### config.mk
export PLATFORM = sky130hd
export DESIGN_NAME = ysyx_25020037_lsu
export DESIGN_NICKNAME = d
export VERILOG_FILES = /design/src/rtl/ysyx_25020037_lsu_pkg.sv /design/src/rtl/ysyx_25020037_lsu_align.sv /design/src/rtl/ysyx_25020037_lsu.sv
export SDC_FILE = /design/constraint.sdc
export NUM_CORES = 1
export LEC_CHECK = 0
export BUFFER_PORTS_ARGS = -buffer_cell sky130_fd_sc_hd__buf_2
export CORE_UTILIZATION = 52
export DETAILED_ROUTE_END_ITERATION = 8
export PLACE_DENSITY = 0.89
export SLEW_MARGIN = 5
export SYNTH_ARGS = -nofsm -noshare
export SYNTH_HDL_FRONTEND = slang
export SYNTH_SLANG_ARGS = --single-unit
### constraint.sdc
create_clock -name clk -period 4.3 [get_ports clk]
set_input_delay 0 -clock clk [delete_from_list [all_inputs] [get_ports clk]]
set_output_delay 0 -clock clk [all_outputs]
set_load 0.1 [all_outputs]
### src/rtl/ysyx_25020037_lsu_pkg.sv
// Shared configuration for the load/store unit: bus widths, funct3 codes
// and FSM state encodings.
package ysyx_25020037_lsu_pkg;

    localparam int EU_TO_LU_BUS_WD = 64;
    localparam int LU_TO_WU_BUS_WD = 32;

    // Load funct3 codes
    localparam logic [2:0] F3_LB  = 3'b000;
    localparam logic [2:0] F3_LH  = 3'b001;
    localparam logic [2:0] F3_LW  = 3'b010;
    localparam logic [2:0] F3_LBU = 3'b100;
    localparam logic [2:0] F3_LHU = 3'b101;

    // Store funct3 codes (share encodings with the signed loads)
    localparam logic [2:0] F3_SB  = 3'b000;
    localparam logic [2:0] F3_SH  = 3'b001;
    localparam logic [2:0] F3_SW  = 3'b010;

    typedef enum logic [1:0] {
        ST_IDLE = 2'd0,
        ST_REQ  = 2'd1,
        ST_WAIT = 2'd2,
        ST_DONE = 2'd3
    } lsu_state_t;

endpackage

### src/rtl/ysyx_25020037_lsu_align.sv
// Combinational lane logic: store byte strobes / replicated data, load
// extraction with sign/zero extension, and the misaligned/illegal check.
module ysyx_25020037_lsu_align
    import ysyx_25020037_lsu_pkg::*;
(
    input  logic [2:0]  funct3,
    input  logic [1:0]  addr,
    input  logic        is_load,
    input  logic        is_store,
    input  logic [31:0] src2,
    input  logic [31:0] rdata,
    output logic [3:0]  wstrb,
    output logic [31:0] wdata,
    output logic [31:0] load_data,
    output logic        bad
);

    logic [31:0] shifted;
    logic        legal;
    logic        misal;

    // Decode funct3 into lane strobes, store data, load value and legality
    always_comb begin
        shifted   = rdata >> {addr, 3'b000};
        wstrb     = 4'b0000;
        wdata     = 32'h0000_0000;
        load_data = 32'h0000_0000;
        legal     = 1'b0;
        misal     = 1'b0;
        case (funct3)
            F3_LB: begin
                legal     = 1'b1;
                wstrb     = 4'b0001 << addr;
                wdata     = {4{src2[7:0]}};
                load_data = {{24{shifted[7]}}, shifted[7:0]};
            end
            F3_LH: begin
                legal     = 1'b1;
                misal     = addr[0];
                wstrb     = 4'b0011 << addr;
                wdata     = {2{src2[15:0]}};
                load_data = {{16{shifted[15]}}, shifted[15:0]};
            end
            F3_LW: begin
                legal     = 1'b1;
                misal     = (addr != 2'b00);
                wstrb     = 4'b1111;
                wdata     = src2;
                load_data = shifted;
            end
            F3_LBU: begin
                legal     = is_load;
                load_data = {24'h00_0000, shifted[7:0]};
            end
            F3_LHU: begin
                legal     = is_load;
                misal     = addr[0];
                load_data = {16'h0000, shifted[15:0]};
            end
            default: begin
                legal = 1'b0;
            end
        endcase
        // Both load and store set at once is an illegal encoding
        bad = (is_load | is_store) & ((is_load & is_store) | ~legal | misal);
    end

endmodule

### src/rtl/ysyx_25020037_lsu.sv
// Load/store unit: accepts EXU payloads, issues one word-aligned memory
// request for loads/stores, and hands a 32-bit writeback value to WBU.
module ysyx_25020037_lsu
    import ysyx_25020037_lsu_pkg::*;
#(
    parameter int unsigned TIMEOUT_CYC     = 1023,
    parameter int          EU_TO_LU_BUS_WD = ysyx_25020037_lsu_pkg::EU_TO_LU_BUS_WD
) (
    input  logic                       clk,
    input  logic                       rst,
    input  logic                       exu_valid,
    output logic                       lsu_ready,
    input  logic                       inst_l,
    input  logic                       inst_s,
    input  logic [2:0]                 mem_funct3,
    input  logic [EU_TO_LU_BUS_WD-1:0] eu_to_lu_bus,
    output logic                       mem_req_valid,
    input  logic                       mem_req_ready,
    output logic                       mem_req_wen,
    output logic [31:0]                mem_req_addr,
    output logic [31:0]                mem_req_wdata,
    output logic [3:0]                 mem_req_wstrb,
    input  logic                       mem_resp_valid,
    input  logic [31:0]                mem_resp_rdata,
    input  logic                       mem_resp_err,
    output logic                       lsu_valid,
    input  logic                       wbu_ready,
    output logic [LU_TO_WU_BUS_WD-1:0] lu_to_wu_bus,
    output logic                       lsu_err
);

    localparam logic        TO_EN   = (TIMEOUT_CYC != 32'd0);
    localparam logic [31:0] TO_LAST = 32'(TIMEOUT_CYC) - 32'd1;

    lsu_state_t  state_r, state_s;
    logic [2:0]  funct3_r;
    logic [1:0]  addr_lo_r;
    logic        inst_l_r, inst_s_r;
    logic [31:0] cnt_r, cnt_s;

    logic [31:0] result_s, src2_s;
    logic        accept_s, timeout_s;

    // Align inputs: live payload during IDLE, captured payload afterwards
    logic [2:0]  al_funct3_s;
    logic [1:0]  al_addr_s;
    logic        al_load_s, al_store_s;
    logic [3:0]  al_wstrb_s;
    logic [31:0] al_wdata_s, al_load_data_s;
    logic        al_bad_s;

    // Next values of the registered outputs
    logic        req_valid_s, req_wen_s;
    logic [31:0] req_addr_s, req_wdata_s;
    logic [3:0]  req_wstrb_s;
    logic [31:0] wb_data_s;
    logic        err_s;

    assign result_s  = eu_to_lu_bus[EU_TO_LU_BUS_WD-1 -: 32];
    assign src2_s    = eu_to_lu_bus[31:0];
    assign accept_s  = exu_valid & lsu_ready;
    assign timeout_s = TO_EN & (cnt_r == TO_LAST);

    assign al_funct3_s = (state_r == ST_IDLE) ? mem_funct3     : funct3_r;
    assign al_addr_s   = (state_r == ST_IDLE) ? result_s[1:0]  : addr_lo_r;
    assign al_load_s   = (state_r == ST_IDLE) ? inst_l         : inst_l_r;
    assign al_store_s  = (state_r == ST_IDLE) ? inst_s         : inst_s_r;

    ysyx_25020037_lsu_align u_align (
        .funct3    (al_funct3_s),
        .addr      (al_addr_s),
        .is_load   (al_load_s),
        .is_store  (al_store_s),
        .src2      (src2_s),
        .rdata     (mem_resp_rdata),
        .wstrb     (al_wstrb_s),
        .wdata     (al_wdata_s),
        .load_data (al_load_data_s),
        .bad       (al_bad_s)
    );

    // State register
    always_ff @(posedge clk or posedge rst) begin
        if (rst) begin
            state_r <= ST_IDLE;
        end else begin
            state_r <= state_s;
        end
    end

    // Next-state and next-output logic; every field holds unless changed
    always_comb begin
        state_s     = state_r;
        cnt_s       = cnt_r;
        req_valid_s = mem_req_valid;
        req_wen_s   = mem_req_wen;
        req_addr_s  = mem_req_addr;
        req_wdata_s = mem_req_wdata;
        req_wstrb_s = mem_req_wstrb;
        wb_data_s   = lu_to_wu_bus;
        err_s       = lsu_err;
        case (state_r)
            ST_IDLE: begin
                if (exu_valid) begin
                    if (!inst_l && !inst_s) begin
                        state_s   = ST_DONE;
                        wb_data_s = result_s;
                        err_s     = 1'b0;
                    end else if (al_bad_s) begin
                        state_s   = ST_DONE;
                        wb_data_s = 32'h0000_0000;
                        err_s     = 1'b1;
                    end else begin
                        state_s     = ST_REQ;
                        req_valid_s = 1'b1;
                        req_wen_s   = inst_s;
                        req_addr_s  = {result_s[31:2], 2'b00};
                        req_wdata_s = inst_s ? al_wdata_s : 32'h0000_0000;
                        req_wstrb_s = inst_s ? al_wstrb_s : 4'b0000;
                    end
                end else begin
                    state_s = ST_IDLE;
                end
            end
            ST_REQ: begin
                if (mem_req_ready) begin
                    state_s     = ST_WAIT;
                    req_valid_s = 1'b0;
                    cnt_s       = 32'd0;
                end else begin
                    state_s = ST_REQ;
                end
            end
            ST_WAIT: begin
                cnt_s = cnt_r + 32'd1;
                if (mem_resp_valid) begin
                    state_s   = ST_DONE;
                    err_s     = mem_resp_err;
                    wb_data_s = (inst_l_r && !mem_resp_err) ? al_load_data_s : 32'h0000_0000;
                end else if (timeout_s) begin
                    state_s   = ST_DONE;
                    err_s     = 1'b1;
                    wb_data_s = 32'h0000_0000;
                end else begin
                    state_s = ST_WAIT;
                end
            end
            ST_DONE: begin
                if (wbu_ready) begin
                    state_s = ST_IDLE;
                end else begin
                    state_s = ST_DONE;
                end
            end
            default: begin
                state_s = ST_IDLE;
            end
        endcase
    end

    // Registered outputs, payload capture and watchdog counter
    always_ff @(posedge clk or posedge rst) begin
        if (rst) begin
            lsu_ready     <= 1'b1;
            lsu_valid     <= 1'b0;
            lsu_err       <= 1'b0;
            lu_to_wu_bus  <= 32'h0000_0000;
            mem_req_valid <= 1'b0;
            mem_req_wen   <= 1'b0;
            mem_req_addr  <= 32'h0000_0000;
            mem_req_wdata <= 32'h0000_0000;
            mem_req_wstrb <= 4'b0000;
            cnt_r         <= 32'd0;
            funct3_r      <= 3'b000;
            addr_lo_r     <= 2'b00;
            inst_l_r      <= 1'b0;
            inst_s_r      <= 1'b0;
        end else begin
            lsu_ready     <= (state_s == ST_IDLE);
            lsu_valid     <= (state_s == ST_DONE);
            lsu_err       <= err_s;
            lu_to_wu_bus  <= wb_data_s;
            mem_req_valid <= req_valid_s;
            mem_req_wen   <= req_wen_s;
            mem_req_addr  <= req_addr_s;
            mem_req_wdata <= req_wdata_s;
            mem_req_wstrb <= req_wstrb_s;
            cnt_r         <= cnt_s;
            if (accept_s) begin
                funct3_r  <= mem_funct3;
                addr_lo_r <= result_s[1:0];
                inst_l_r  <= inst_l;
                inst_s_r  <= inst_s;
            end else begin
                funct3_r  <= funct3_r;
                addr_lo_r <= addr_lo_r;
                inst_l_r  <= inst_l_r;
                inst_s_r  <= inst_s_r;
            end
        end
    end

endmodule

-- After elaboration in Yosys (flattened, before gate mapping)
Cells that the tools add are included.
Widths: inputs -> output; s select.
- bits in registers: 144
- input bits: 108
- word-level logic and storage cells: 101
- add/sub/neg operators: 1
- equal/unequal tests: 15
- shift-type cells: 3
- muxes and demuxes: 39
- bitwise operators: 9
- reductions and logical operators: 19
- operator list (cell ; count):
    $mux 32 ; 8
    $pmux 32 s5 ; 1
    $pmux 32 s2 ; 2
    $pmux 32 s3 ; 1
    $add 32x1->32 const B ; 1
    $eq 32x10->1 const B ; 1
    $shr 32x5->32 ; 1
    $mux 1 ; 13
    $mux 2 ; 6
    $pmux 4 s3 ; 1
    $ne 2x2->1 const B ; 4
    $pmux 1 s2 ; 4
    $pmux 2 s4 ; 1
    $reduce_and 4->1 ; 2
    $reduce_bool 2->1 ; 4
    $eq 2x2->1 const B ; 3
    $eq 3x3->1 const B ; 2
    $reduce_and 5->1 ; 1
    $logic_not 2->1 ; 2
    $mux 4 ; 1
    $reduce_or 2->1 ; 2
    $shl 1x2->4 const A ; 1
    $shl 2x2->4 const A ; 1
    $and 1x1->1 ; 3
    13 further kinds ; 20

-- Depth between registers and ports, before layout
- depth after elaboration: 14
- mapped depth: 11

-- Modules after synthesis
From an unflattened synthesis, not the netlist that was laid out.
- cell total of the unflattened synthesis: 796
- area total of the unflattened synthesis: 7857.5 sq um
- modules (own cells, without submodules) (module ; times used ; cells an instance ; area each (sq um) ; seq. area each (sq um)):
    ysyx_25020037_lsu ; 1 ; 572 ; 6429.9 ; 3604.7
    ysyx_25020037_lsu_align ; 1 ; 224 ; 1427.6 ; 0.0

-- Worst setup path before layout
OpenSTA, ideal clock, no wires.
- kind: register -> register
- start point: register state_r[1]
- end point: register lsu_err
- setup time: 0.128 ns
- arrival time: 2.270 ns
- required time: 4.172 ns
- setup slack: 1.902 ns
- stages on the path, launching flop included: 9
- cell sequence: dfrtp_1 > buf_6 > or4_4 > o31ai_4 > a311oi_2 > o211a_4 > a21oi_4 > buf_6 > mux2_1
- word-level cells in the longest chain between the ends: 11
- elaborated cells on any way between the ends: 29
- those cells by class: 8 x eq/ne; 7 x mux; 6 x bitwise; 8 x reduce/logical
- ends and longest elaborated chain (item ; RTL line ; text):
    start: declaration ; ysyx_25020037_lsu.sv:35 ; lsu_state_t state_r, state_s;
    start signal: assignment ; ysyx_25020037_lsu.sv:87 ; state_r <= state_s;
    $logic_not 2->1 ; - ;
    $mux 3 ; ysyx_25020037_lsu.sv:64 ; assign al_funct3_s = (state_r == ST_IDLE) ? mem_funct3 : funct3_r;
    $eq 3x1->1, or another cell as far along ; ysyx_25020037_lsu_align.sv:30 ; case (funct3)
    $reduce_or 3->1 (no line) / $reduce_or 2->1 (equally long branches) ; - ;
    $pmux 1 s2 ; ysyx_25020037_lsu_align.sv:30 ;
    $not 1->1 ; ysyx_25020037_lsu_align.sv:65 ; bad = (is_load | is_store) & ((is_load & is_store) | ~legal | misal);
    $or 1x1->1 (2 in a row) ; ysyx_25020037_lsu_align.sv:65 ;
    $and 1x1->1 ; ysyx_25020037_lsu_align.sv:65 ;
    $ne 3x2->1 (no line) ; - ;
    $reduce_and 4->1 (no line) ; - ;
    end signal: assignment ; ysyx_25020037_lsu.sv:181 ; lsu_err <= err_s;
    end: declaration ; ysyx_25020037_lsu.sv:29 ; output logic lsu_err
Several ways; a longest one is shown, not always the timed one.
A chain may end at the register's enable or synchronous reset.

-- Final worst setup path
- start point: register state_r[1]
- end point: register mem_req_addr[10]
- word-level cells in the longest chain between the ends: 11
- elaborated cells on any way between the ends: 24
- those cells by class: 4 x eq/ne; 6 x mux; 7 x bitwise; 7 x reduce/logical
- ends and longest elaborated chain (item ; RTL line ; text):
    $logic_not 2->1 * ; - ;
    $mux 3 ; ysyx_25020037_lsu.sv:64 ;
    $eq 3x1->1, or another cell as far along ; ysyx_25020037_lsu_align.sv:30 ;
    $reduce_or 3->1 (no line) / $reduce_or 2->1 (equally long branches) ; - ;
    $pmux 1 s2 ; ysyx_25020037_lsu_align.sv:30 ;
    $not 1->1 ; ysyx_25020037_lsu_align.sv:65 ;
    $or 1x1->1 (2 in a row) ; ysyx_25020037_lsu_align.sv:65 ;
    $and 1x1->1 ; ysyx_25020037_lsu_align.sv:65 ;
    $not 1->1 (no line) ; - ;
    $reduce_and 4->1 (no line) * ; - ;
    end signal: assignment ; ysyx_25020037_lsu.sv:185 ; mem_req_addr <= req_addr_s;
    end: declaration ; ysyx_25020037_lsu.sv:20 ; output logic [31:0] mem_req_addr,
Every way passes the cells marked *; elsewhere a longest branch is shown, timed or not.

==> flow_summary.html <==
<table>
<tr><th>Metric</th><th>Value</th></tr>
<tr><th colspan="2">Floorplan</th></tr>
<tr><td>Initial Utilization</td><td>0.533</td></tr>
<tr><td>Total die area</td><td>14600 um^2</td></tr>
<tr><td>Core Region</td><td>13800 um^2</td></tr>
<tr><td>Total I/O pin count</td><td>213</td></tr>
<tr><td>Vertical extent of the die</td><td>121 um</td></tr>
<tr><td>Die Span X</td><td>121 um</td></tr>
<tr><td>Standard-cell rows</td><td>43</td></tr>
<tr><th colspan="2">Synth</th></tr>
<tr><td>Ys Warns</td><td>0</td></tr>
<tr><td>Number of distinct library cells after synthesis</td><td>65</td></tr>
<tr><td>Synthesized-area fraction occupied by ao, oa, aoi and oai cells</td><td>0.225</td></tr>
<tr><td>Adder-cell share of the synthesized area</td><td>0.00340</td></tr>
<tr><td>Mapped Cells</td><td>711</td></tr>
<tr><td>Yosys top cell area share</td><td>0.486</td></tr>
<tr><td>Prevailing post-synth register cell</td><td>dfrtp_1</td></tr>
<tr><td>Largest cells by area after synthesis</td><td>dfrtp_1 49%, mux2_2 6.6%, nand2_1 5.2%, nand3_1 3.2%, mux2i_1 2.7%</td></tr>
<tr><td>Fraction of registers with async set or reset after synthesis</td><td>1.00</td></tr>
<tr><td>Flop and latch count out of synthesis</td><td>144</td></tr>
<tr><td>Largest area contributor in the synthesized netlist</td><td>dfrtp_1</td></tr>
<tr><td>Xor/xnor share of the synthesized area</td><td>0.00119</td></tr>
<tr><td>Multiplexer fraction of the synthesized cell area</td><td>0.0975</td></tr>
<tr><td>Proportion of synthesized chip area in sequential cells</td><td>0.490</td></tr>
<tr><td>Simple-gate portion of the synthesized area</td><td>0.137</td></tr>
<tr><td>Largest family of logic cells by synthesized area</td><td>compound AO/OA/AOI/OAI gates</td></tr>
<tr><td>Synthesized area divided by synthesized cell count</td><td>10.4 um^2</td></tr>
<tr><td>Netlist area before placement</td><td>7360 um^2</td></tr>
<tr><td>EDFF count, synth</td><td>0</td></tr>
<tr><th colspan="2">Route</th></tr>
<tr><td>Final ANT Viol Nets</td><td>0</td></tr>
<tr><td>Number of DRC markers after the initial detailed-route iteration</td><td>739</td></tr>
<tr><td>1st-pass router iterations</td><td>6</td></tr>
<tr><td>Vias per inst</td><td>6.22</td></tr>
<tr><td>Vias</td><td>7235</td></tr>
<tr><td>Total detailed-routing wirelength</td><td>24100 um</td></tr>
<tr><td>Wire length per cell</td><td>20.7 um</td></tr>
<tr><td>DRC violation count after routing</td><td>0</td></tr>
<tr><th colspan="2">Hold path</th></tr>
<tr><td>Worst min path class</td><td>input pin to flip-flop</td></tr>
<tr><th colspan="2">GRT</th></tr>
<tr><td>Number of global-route vias before repair</td><td>7178</td></tr>
<tr><td>Overall track demand over capacity in global routing</td><td>0.342</td></tr>
<tr><td>Antenna violations before repair</td><td>0</td></tr>
<tr><td>Largest net degree at the start of global routing</td><td>105</td></tr>
<tr><td>Sum of overflow across all layers after global routing</td><td>0</td></tr>
<tr><td>Wire length of the first global-routing pass</td><td>38000 um</td></tr>
<tr><th colspan="2">Worst setup path</th></tr>
<tr><td>Worst setup EP type</td><td>flip-flop</td></tr>
<tr><td>Critical path data required time</td><td>4.61 ns</td></tr>
<tr><td>Crit-path max FO</td><td>87</td></tr>
<tr><td>Critical Path AT</td><td>3.61 ns</td></tr>
<tr><td>Critical path launch point type</td><td>flip-flop</td></tr>
<tr><td>Classification of the worst setup path</td><td>flip-flop to flip-flop</td></tr>
<tr><th colspan="2">Layout</th></tr>
<tr><td>Fraction of layout instances using a drive strength above 1</td><td>0.318</td></tr>
<tr><td>Area overhead of the layout relative to synthesis</td><td>33.0%</td></tr>
<tr><td>Footprint of the multi-input gates</td><td>3440 um^2</td></tr>
<tr><td>Fill cell instance count of the final layout</td><td>945</td></tr>
<tr><td>Sequential cell area</td><td>3600 um^2</td></tr>
<tr><td>Final net count</td><td>1080</td></tr>
<tr><td>Antenna fix cells</td><td>0</td></tr>
<tr><th colspan="2">Timing</th></tr>
<tr><td>Minimum period implied by the final worst setup slack</td><td>3.30 ns</td></tr>
<tr><td>Final number of setup-violating endpoints</td><td>0</td></tr>
<tr><td>Transition time at the pin with the least slew margin</td><td>0.986 ns</td></tr>
<tr><td>Share of the clock period used by the worst path after layout</td><td>0.767</td></tr>
<tr><td>Headroom to the max-slew limit</td><td>0.342</td></tr>
<tr><td>Upper clock frequency limit</td><td>303 MHz</td></tr>
<tr><td>Hold violation total from the final report</td><td>0</td></tr>
<tr><td>Pins Over Slew Limit</td><td>0</td></tr>
<tr><td>RSZ-0062 raised after global routing</td><td>no</td></tr>
<tr><td>Total negative slack for setup checks</td><td>0 ns</td></tr>
<tr><td>Final Skew</td><td>0.0149 ns</td></tr>
<tr><th colspan="2">Clocking</th></tr>
<tr><td>Clock transition time at the flip-flop clock pins of the worst setup and hold paths</td><td>0.06 ns</td></tr>
<tr><td>Later-pin clock latency in the skew report</td><td>0.44 ns</td></tr>
<tr><td>Clk sink count</td><td>144</td></tr>
<tr><td>Number of hold-repair buffers added at the cts stage</td><td>67</td></tr>
<tr><td>Number of buffers created by CTS</td><td>17</td></tr>
<tr><td>CTS tree</td><td>yes</td></tr>
<tr><td>CTS HTree Levels</td><td>4</td></tr>
<tr><td>Postcts setup bufs</td><td>0</td></tr>
<tr><td>CTS max path bufs</td><td>2</td></tr>
<tr><td>Clock Root Buffer</td><td>clkbuf_16</td></tr>
<tr><td>Resized Gates After CTS</td><td>0</td></tr>
<tr><th colspan="2">Flow run</th></tr>
<tr><td>MaxCap Viol Count</td><td>0</td></tr>
<tr><th colspan="2">Placement</th></tr>
<tr><td>Count of buffers inserted at the top-level ports</td><td>210</td></tr>
<tr><td>Placer congestion estimate</td><td>0.914</td></tr>
<tr><td>Placed wire-length estimate</td><td>15200 um</td></tr>
<tr><th colspan="2">Outcome</th></tr>
<tr><td>Outcome</td><td>finished clean</td></tr>
</table>
## cell usage after synthesis (2+ instances only)
cell type,instances
o31ai_1,23
ha_1,2
nand4_1,7
nor2_1,21
o21ai_0,35
nand2_1,102
o2bb2ai_1,7
mux2_2,43
buf_4,6
o21ai_2,2
a211oi_2,2
buf_6,5
a32o_1,7
and4_1,4
nor4b_1,2
o31a_1,2
or2_2,3
a21o_1,12
mux2_1,3
a2bb2oi_1,8
a211oi_1,18
a21boi_0,9
a221oi_1,8
o21ai_1,2
buf_1,2
mux2i_1,20
nor3_1,2
a32oi_1,17
and3_1,4
clkbuf_1,16
buf_2,16
dfrtp_1,143
a22oi_1,23
and2_1,5
o21a_1,2
inv_1,24
o211ai_1,7
a21oi_1,20
nor4_1,5
nand3_1,47
## layer usage
metal | vias to the layer above | share of wire | track usage
met5 | - | 0 | 0
li1 | 3170 | - | -
met3 | 118 | 0.10 | 0.101
met1 | 3435 | 0.37 | 0.409
met2 | 512 | 0.47 | 0.550
met4 | 0 | 0.056 | 0.197
## kinds of logic (layout without fill, tap and decap cells)
kind of cell               after synthesis  count (layout)
DFF                                    144             144
other                                    1               2
muxes                                   66              66
buffers and inverters                   69             340
adders and majority gates                2               2
xor gates and xnor gates                 1               1
AOI/OAI and AO/OA                      215             215
and+or+nand+nor                        213             213
## per-stage QoR
| step | setup slack, ns | hold slack, ns | cells | utilization | instance area (um^2) |
|---|---|---|---|---|---|
| after floorplan | 0.435 | 0.136 | 712 | - | 7370 |
| after global placement | 1.20 | 0.254 | 1064 | 0.614 | 8480 |
| after detailed placement | 1.09 | 0.262 | 1064 | 0.614 | 8480 |
| after CTS | 1.06 | 0.00260 | 1163 | 0.708 | 9790 |
| after global routing | 0.820 | 0.0200 | 1163 | 0.708 | 9790 |
| final | 1.00 | 0.0323 | 1163 | 0.708 | 9790 |
## path summary, 6_finish.rpt
| kind | from | slack (ns) | cells past startpoint | endpoint |
|---|---|---|---|---|
| min in group asynchronous | rst | 0.33 | 3 | mem_req_wdata[17] |
| setup reg to reg | state_r[1] | 1.00 | 6 | mem_req_addr[10] |
| max in group asynchronous | rst | 2.86 | 4 | mem_req_addr[9] |
| setup / recovery | state_r[1] | 1.00 | 6 | mem_req_addr[10] |
| hold reg to reg | mem_req_wdata[23] | 0.47 | 2 | mem_req_wdata[23] |
| hold / removal | mem_resp_rdata[30] | 0.03 | 3 | lu_to_wu_bus[30] |
## critical path, cell delays in order (launching register included)
cell	delay, ns
dfrtp_1	0.58
nor2_4	0.49
mux2_2	0.49
a311oi_2	0.41
o2111ai_4	0.42
buf_12	0.37
mux2_2	0.34
## flip-flops by register name, indices dropped and copies added, names as in the netlist
| name | cells |
|---|---|
| addr_lo_r | 2 |
| cnt_r | 32 |
| funct3_r | 3 |
| inst_l_r | 1 |
| inst_s_r | 1 |
| lsu_err | 1 |
| lsu_ready | 1 |
| lsu_valid | 1 |
| lu_to_wu_bus | 32 |
| mem_req_addr | 30 |
| mem_req_valid | 1 |
| mem_req_wdata | 32 |
| mem_req_wen | 1 |
| mem_req_wstrb | 4 |
| state_r | 2 |
## placed cells by master, fill, tap and decap left out, drive strengths merged, types with 5 or more instances in the layout
| cell type | count |
|---|---|
| o31ai | 24 |
| nand4 | 7 |
| a221oi | 9 |
| nand3 | 47 |
| a32o | 7 |
| and2 | 5 |
| o2bb2ai | 7 |
| a211oi | 20 |
| clkbuf | 22 |
| bufinv | 5 |
| mux2 | 46 |
| a2bb2oi | 8 |
| buf | 217 |
| nor2 | 22 |
| o21ai | 40 |
| nand2 | 103 |
| a32oi | 17 |
| dlygate4sd3 | 67 |
| nor4 | 5 |
| mux2i | 20 |
| a22oi | 23 |
| a21o | 12 |
| dfrtp | 143 |
| a21oi | 21 |
| a21boi | 9 |
| o211ai | 7 |
| inv | 24 |
## cell type report
class,instances,share of cell area
clock buffers,22,0.0464
clock inverters,10,0.0188
inverters,24,0.00971
multi-input cells,499,0.352
flip-flops and latches,144,0.368
well taps,180,0.0230
repair buffers,284,0.182
Power is not shown: default switching activity piles up to over one toggle a cycle in this logic, so the estimate is an artifact.
